[src/rtl/audio_dac_streamer.sv]
// Streams Avalon-ST stereo sample pairs through a small FIFO to an I2S codec
// DAC input. The codec is clock master: bclk and daclrc arrive asynchronously
// and are synchronized into the clk domain before any edge is acted upon.
module audio_dac_streamer #(
    parameter int unsigned DATA_WIDTH = 16,
    parameter int unsigned FIFO_DEPTH = 8
) (
    input  logic                        clk,
    input  logic                        reset_n,
    input  logic [2*DATA_WIDTH-1:0]     snk_data,
    input  logic                        snk_valid,
    output logic                        snk_ready,
    input  logic                        aud_bclk,
    input  logic                        aud_daclrc,
    output logic                        aud_dacdat,
    input  logic                        clear_underflow,
    output logic                        underflow,
    output logic [$clog2(FIFO_DEPTH):0] fifo_level
);

    localparam int unsigned PAIR_W = 2 * DATA_WIDTH;
    localparam int unsigned ADDR_W = $clog2(FIFO_DEPTH);
    localparam int unsigned LVL_W  = ADDR_W + 1;
    localparam int unsigned CNT_W  = $clog2(DATA_WIDTH + 1);

    // [0],[1] = synchronizer stages, [2] = history for edge detection
    logic [2:0] bclk_sync;
    logic [2:0] lrc_sync;

    logic [PAIR_W-1:0] fifo_mem [FIFO_DEPTH];
    logic [ADDR_W-1:0] wr_ptr;
    logic [ADDR_W-1:0] rd_ptr;

    logic [DATA_WIDTH-1:0] right_hold;
    logic [DATA_WIDTH-1:0] shreg;
    logic [CNT_W-1:0]      bit_cnt;

    logic                  bclk_fall_c;
    logic                  lrc_fall_c;
    logic                  lrc_rise_c;
    logic                  push_c;
    logic                  pop_c;
    logic                  fifo_empty_c;
    logic [PAIR_W-1:0]     rd_data_c;
    logic [LVL_W-1:0]      level_nxt_c;
    logic [DATA_WIDTH-1:0] right_nxt_c;
    logic [DATA_WIDTH-1:0] shreg_nxt_c;
    logic [CNT_W-1:0]      cnt_nxt_c;
    logic                  dat_nxt_c;
    logic                  uf_nxt_c;

    // Synchronize codec clocks and keep one history flop each
    always_ff @(posedge clk or negedge reset_n) begin
        if (!reset_n) begin
            bclk_sync <= '0;
            lrc_sync  <= '0;
        end else begin
            bclk_sync <= {bclk_sync[1:0], aud_bclk};
            lrc_sync  <= {lrc_sync[1:0], aud_daclrc};
        end
    end

    // Edge strobes and FIFO handshake; a pop only sees occupancy before this cycle's push
    always_comb begin
        bclk_fall_c  = bclk_sync[2] & ~bclk_sync[1];
        lrc_fall_c   = lrc_sync[2] & ~lrc_sync[1];
        lrc_rise_c   = ~lrc_sync[2] & lrc_sync[1];
        fifo_empty_c = (fifo_level == '0);
        push_c       = snk_valid & snk_ready;
        pop_c        = lrc_fall_c & ~fifo_empty_c;
        rd_data_c    = fifo_mem[rd_ptr];
        level_nxt_c  = fifo_level;
        case ({push_c, pop_c})
            2'b10:   level_nxt_c = fifo_level + LVL_W'(1);
            2'b01:   level_nxt_c = fifo_level - LVL_W'(1);
            default: level_nxt_c = fifo_level;
        endcase
    end

    // FIFO storage; contents are don't-care once the pointers are reset
    always_ff @(posedge clk) begin
        if (push_c) begin
            fifo_mem[wr_ptr] <= snk_data;
        end
    end

    // FIFO pointers, occupancy and registered ready
    always_ff @(posedge clk or negedge reset_n) begin
        if (!reset_n) begin
            wr_ptr     <= '0;
            rd_ptr     <= '0;
            fifo_level <= '0;
            snk_ready  <= 1'b1;
        end else begin
            if (push_c) begin
                wr_ptr <= wr_ptr + ADDR_W'(1);
            end
            if (pop_c) begin
                rd_ptr <= rd_ptr + ADDR_W'(1);
            end
            fifo_level <= level_nxt_c;
            snk_ready  <= (level_nxt_c != LVL_W'(FIFO_DEPTH));
        end
    end

    // Serializer next state: LR edges win over bit clock, MSB goes out one bclk after LR
    always_comb begin
        right_nxt_c = right_hold;
        shreg_nxt_c = shreg;
        cnt_nxt_c   = bit_cnt;
        dat_nxt_c   = aud_dacdat;
        uf_nxt_c    = underflow;
        if (lrc_fall_c) begin
            if (pop_c) begin
                shreg_nxt_c = rd_data_c[PAIR_W-1:DATA_WIDTH];
                right_nxt_c = rd_data_c[DATA_WIDTH-1:0];
            end else begin
                shreg_nxt_c = '0;
                right_nxt_c = '0;
            end
            cnt_nxt_c = CNT_W'(DATA_WIDTH);
        end else if (lrc_rise_c) begin
            shreg_nxt_c = right_hold;
            cnt_nxt_c   = CNT_W'(DATA_WIDTH);
        end else if (bclk_fall_c) begin
            if (bit_cnt != '0) begin
                dat_nxt_c   = shreg[DATA_WIDTH-1];
                shreg_nxt_c = {shreg[DATA_WIDTH-2:0], 1'b0};
                cnt_nxt_c   = bit_cnt - CNT_W'(1);
            end else begin
                dat_nxt_c = 1'b0;
            end
        end
        if (lrc_fall_c && fifo_empty_c) begin
            uf_nxt_c = 1'b1;
        end else if (clear_underflow) begin
            uf_nxt_c = 1'b0;
        end
    end

    // Serializer and status registers
    always_ff @(posedge clk or negedge reset_n) begin
        if (!reset_n) begin
            right_hold <= '0;
            shreg      <= '0;
            bit_cnt    <= '0;
            aud_dacdat <= 1'b0;
            underflow  <= 1'b0;
        end else begin
            right_hold <= right_nxt_c;
            shreg      <= shreg_nxt_c;
            bit_cnt    <= cnt_nxt_c;
            aud_dacdat <= dat_nxt_c;
            underflow  <= uf_nxt_c;
        end
    end

endmodule

[config.mk]
export PLATFORM = sky130hd
export DESIGN_NAME = audio_dac_streamer
export DESIGN_NICKNAME = d
export VERILOG_FILES = /design/src/rtl/audio_dac_streamer.sv
export SDC_FILE = /design/constraint.sdc
export NUM_CORES = 1
export LEC_CHECK = 0
export CAP_MARGIN = 0
export CORE_MARGIN = 2
export CORE_UTILIZATION = 33
export CTS_CLUSTER_DIAMETER = 200
export DETAILED_ROUTE_END_ITERATION = 10
export SLEW_MARGIN = 20
export SYNTH_ARGS = -nofsm -noshare
export SYNTH_HDL_FRONTEND = slang
export SYNTH_SLANG_ARGS = --single-unit
[constraint.sdc]
create_clock -name clk -period 4.8 [get_ports clk]
set_input_delay 1.44 -clock clk [delete_from_list [all_inputs] [get_ports clk]]
set_output_delay 1.44 -clock clk [all_outputs]
set_load 0.01 [all_outputs]
==> results of run 1 <==
==> final timing paths <==
kind / from / to / slack (ns) / cells past startpoint
min in group asynchronous: reset_n / right_hold[10] / 0.98 / 1
hold reg to reg: bclk_sync[0] / bclk_sync[1] / 0.36 / 0
hold / removal: bclk_sync[0] / bclk_sync[1] / 0.36 / 0
max in group asynchronous: reset_n / rd_ptr[0] / 2.97 / 2
setup / recovery: snk_valid / fifo_mem[2][13] / 1.61 / 5
setup reg to reg: fifo_level[1] / snk_ready / 1.75 / 11
==> placed cells by master (no fill, tap or decap), types with 16 or more instances in the layout <==
cell | Yosys | layout
dfrtp_1 | 55 | 52
o22ai_1 | 17 | 17
buf_4 | 5 | 22
nor2_1 | 26 | 20
clkdlybuf4s50_1 | 0 | 43
inv_1 | 24 | 24
mux4_2 | 57 | 57
nor3_1 | 21 | 19
a211oi_1 | 16 | 16
edfxtp_1 | 256 | 256
mux2i_1 | 33 | 33
clkbuf_16 | 0 | 35
==> area by class of cell <==
class                      count  area (um2)  share of cell area
sequential                   312        9100               0.630
multi-input combinational    256        2930               0.203
clock buffer                  50         962              0.0666
timing repair buffer          66         601              0.0416
tap                          468         586              0.0405
clock inverter                14         184              0.0127
inverter                      24        90.1             0.00624
==> report_power, final <==
part	switching, mW	internal, mW
logic	1.12	1.02
registers	0.340	3.49
clock network	1.01	1.62
==> sequential cells by signal, indices dropped and copies added (netlist names) <==
name / count
bit_cnt: 5
fifo_mem: 256
shreg: 16
underflow: 1
aud_dacdat: 1
right_hold: 16
bclk_sync: 3
lrc_sync: 3
wr_ptr: 3
fifo_level: 4
snk_ready: 1
rd_ptr: 3
==> cells by family after synthesis <==
family | count (synthesis) | synth area share
flops | 312 | 0.737
xor+xnor | 9 | 0.00639
fa+ha+maj | 9 | 0.00913
simple gates | 77 | 0.0306
compound gates | 61 | 0.0383
mux | 100 | 0.148
buf+inv | 60 | 0.0304
==> worst max-delay path, delay by kind of cell <==
family                 cells  cell delay [ns]
and+or+nand+nor            3             1.09
buffers and inverters      2             0.86
==> per-layer routing <==
| metal | vias to the layer above | wire [um] |
|---|---|---|
| li1 | 2681 | - |
| met1 | 3135 | 10900 |
| met5 | - | 27 |
| met2 | 124 | 12400 |
| met3 | 37 | 1450 |
| met4 | 4 | 503 |
==> per-stage QoR <==
stage	hold slack [ns]	area (um2)	utilization	setup slack (ns)
after global routing	0.376	14400	0.394	1.40
after floorplan	0.331	12300	-	0.258
after CTS	0.372	14400	0.394	1.59
after detailed placement	0.338	13300	0.362	1.07
final	0.364	14400	0.394	1.61
after global placement	0.353	13300	0.362	1.11
==> impl_metrics.yaml, run 1 <==
status:
  status: "completed"
finish:
  syn2layout_area_growth_pct: 17.1
  nets: 742
  drive_gt1_frac: 0.209
  final_cells: 1190
  antennaDiodeCount: 0
  fill_cells: 3260
global_routing:
  grtUsageMet2: 0.224
  grt_usage: 0.135
  grt_pass1_wl_mm: 39.3
  grt_pass1_vias: 6381
  met1_usage: 0.184
  antenna_found_initial: 2
  globalRouteOverflowTotal: 0
  grt_start_max_net_pins: 38
  busiest_layer: "met2"
  use_met3: 0.0224
critical_path:
  cpPeakStageDelay_ns: 0.54
  critPathRequiredTime_ns: 5.00
  start_kind: "primary input"
  slowest_stage: "clkdlybuf4s50_1"
  worst-path-max-fanout: 15
  crit_path_end_kind: "flop"
  cp.arrival_ns: 3.40
  worstSetupPathType: "primary input to flop"
  crit_chain: "clkdlybuf4s50_1 -> nand2_1 -> or2_2 -> nor2_4 -> buf_4"
route:
  num_vias: 5981
  drc_errors: 0
  drtIter0Drc: 440
  ant_nets: 0
  drt_pass1_iterations: 4
  vias_per_cell: 5.03
  routed_wire_length_per_instance_um: 21.3
  drt-total-wl_mm: 25.3
synth:
  syn-num-nets: 675
  synth.distinct_cells: 44
  ys_ff_latch: 312
  synth_area_leaders: "edfxtp_1, dfrtp_1, mux4_2, mux2i_1, mux4_1"
  ys_top_cells_by_count: "edfxtp_1, mux4_2, dfrtp_1"
  synth_top_area_cell: "edfxtp_1"
  async_reset_ff_frac: 0.179
  yosysMostFrequentCell: "edfxtp_1"
  syn_area_per_cell_um2: 19.6
  syn_inst: 628
  syn-cell-area_um2: 12300
  synth_top_area_frac: 0.623
  yosys_warnings: 0
  ys_seq_area_frac: 0.737
  synth_ff_type: "edfxtp_1"
  synth_edf_count: 256
place:
  hpwl_mm: 15.7
  post-place-cells: 1126
  portBuffers: 44
  place_congestion: 0.729
floorplan:
  die_x_um: 197
  fp-row-count: 70
  dieArea_um2: 39000
  die_h_um: 197
  ios: 45
  core_um2: 36700
  start_util: 0.336
timing:
  max_slew_margin: 0.286
  finalSetupViolCount: 0
  hold_viol: 0
  worstMarginPinSlew_ns: 1.07
  fin_crit_ns: 3.19
  period_share: 0.666
  tns_ns: 0
  fin_worst_skew_ns: 0.0174
  slew_violations: 0
  rsz0062_at_grt: "no"
  maxClockFrequency_mhz: 313
job:
  drv_cap: 0
clock_tree:
  clkTransAtPathRegs_ns: 0.05
  htree_levels: 2
  ctsLongestPathBuffers: 3
  cts_setup_buffers: 0
  root_buffer: "clkbuf_16"
  clkSinkCount: 312
  numCtsBuffers: 35
  post_cts_resized: 0
  clk_latency_ns: 0.51
  tritoncts: "built"
  postCtsHoldBufs: 0
pwr:
  power.leakage_nw: 4.89
  p_total_mw: 8.60
  power.density_nw_per_um2: 595
  peakVddDrop_mv: 0.200
hold_path:
  hold_path.class: "flop to flop"
(Power assumes the default switching activity.)
==> inputs of run 2 (changes only) <==
==> constraint.sdc (replaced) <==
create_clock -name clk -period 2.7 [get_ports clk]
set_input_delay 0.81 -clock clk [delete_from_list [all_inputs] [get_ports clk]]
set_output_delay 0.81 -clock clk [all_outputs]
set_load 0.01 [all_outputs]
==> run 2 against run 1 <==
Final area is 2.6% higher. Clock-buffer cell count is 13 lower. Critical path depth is 4 lower. Hold slack worse by 0.038 ns. Cell count is 1.3% higher. Clock power is 75% higher. Total power is 79% higher. Sequential share of layout area is 1.6 points lower. Largest power group unchanged. Clock skew is 0.0062 ns higher. Non-clock buffer count is 19 higher. Sequential cell count stayed put.
==> impl_metrics.yaml, run 2 (synthesis results as in run 1) <==
timing:
  worstMarginPinSlew_ns: 0.753
  tns_ns: 0
  setup_ws_ns: 0.290
  fin_worst_skew_ns: 0.0236
  finalHoldWorstSlack_ns: 0.326
  hold_viol: 0
  rsz0062_at_grt: "no"
  period_share: 0.893
  finalSetupViolCount: 0
  max_slew_margin: 0.498
  slew_violations: 0
  fin_crit_ns: 2.41
  maxClockFrequency_mhz: 415
finish:
  layout_common_cells: "edfxtp_1, mux4_2, dfrtp_1"
  antennaDiodeCount: 0
  final_cells: 1206
  largest_register_ffs: 256
  fill_cells: 3180
  largest_register: "fifo_mem"
  drive_gt1_frac: 0.233
  layout_commonest_cell: "edfxtp_1"
  postLayoutCoreUtil: 0.404
  nets: 760
  syn2layout_area_growth_pct: 20.1
  final_area_um2: 14800
  top_regs: "fifo_mem: 256 flops, right_hold: 16 flops, shreg: 16 flops"
critical_path:
  worst-path-max-fanout: 4
  crit_path_end_kind: "primary output"
  reg2reg_slack_ns: 0.30
  crit_family: "flip-flops"
  worstSetupPathType: "flop to primary output"
  critPathRequiredTime_ns: 1.89
  path_buf_inv: 1
  crit_chain: "clkdlybuf4s50_1"
  start_kind: "flop"
  cpPeakStageDelay_ns: 0.57
  cp.arrival_ns: 1.60
  slowest_stage: "dfstp_2"
pwr:
  power.density_nw_per_um2: 1040
  peakVddDrop_mv: 0.515
  power.leakage_nw: 5.06
  p_total_mw: 15.4
clock_tree:
  clkSinkCount: 312
  postCtsHoldBufs: 0
  clkTransAtPathRegs_ns: 0.06
  post_cts_resized: 0
  clk_latency_ns: 0.52
  numCtsBuffers: 34
  htree_levels: 2
  tritoncts: "built"
  cts_setup_buffers: 0
  ctsLongestPathBuffers: 3
  root_buffer: "clkbuf_16"
global_routing:
  grt_usage: 0.128
  antenna_found_initial: 0
  grt_start_max_net_pins: 50
  grt_pass1_vias: 6423
  grt_pass1_wl_mm: 38.0
  globalRouteOverflowTotal: 0
place:
  hpwl_mm: 15.0
  placed_cell_area_um2: 13700
  portBuffers: 44
  dp_slack_ns: -0.0584
  post-place-cells: 1145
  place_congestion: 0.775
route:
  drc_errors: 0
  vias_per_cell: 4.95
  ant_nets: 0
  drt-total-wl_mm: 24.2
  drt_pass1_iterations: 4
  drtIter0Drc: 449
  num_vias: 5968
  routed_wire_length_per_instance_um: 20.1
floorplan:
  dieArea_um2: 39000
  ios: 45
  core_um2: 36700
  fp-row-count: 70
  die_h_um: 197
  die_x_um: 197
  start_util: 0.336
job:
  drv_cap: 0
status:
  status: "completed"
hold_path:
  hold_path.class: "primary input to asynchronous set/reset pin"
-- run 2: cell types whose count changed in the layout (fill, tap and decap cells not counted), sizes merged --
cell	previous run	this run
buf	23	42
clkbuf	50	37
clkinv	6	17
inv	27	26
-- run 2: routing by layer --
| layer | up-vias | share of wire | global-route usage |
|---|---|---|---|
| li1 | 2709 | - | - |
| met1 | 3114 | 0.46 | 0.175 |
| met2 | 111 | 0.48 | 0.210 |
| met3 | 34 | 0.038 | 0.0220 |
| met4 | 0 | 0.021 | 0.0409 |
| met5 | - | 0 | 0 |
-- run 2: final cells by class --
cell class	instances	area [um2]	share of cell area
Tap cell	468	586	0.0395
Sequential cell	312	9100	0.614
Multi-Input combinational cell	256	2940	0.198
Timing Repair Buffer	85	981	0.0662
Clock inverter	24	246	0.0166
Clock buffer	37	883	0.0596
Inverter	24	90.1	0.00608
-- run 2: worst paths after layout --
path | cells after the start | from | to
worst min register to register | 0 | lrc_sync[0] | lrc_sync[1]
worst max-delay path | 1 | snk_ready | snk_ready
max in group asynchronous | 2 | reset_n | rd_ptr[0]
worst min-delay path | 1 | reset_n | underflow
min in group clk | 0 | lrc_sync[0] | lrc_sync[1]
worst max register to register | 10 | fifo_level[3] | snk_ready
-- run 2: power by group --
| part | internal (mW) | switching [mW] | total, mW |
|---|---|---|---|
| Sequential | 6.20 | 0.420 | 6.62 |
| Combinational | 2.10 | 2.09 | 4.19 |
| Clock | 2.77 | 1.84 | 4.61 |
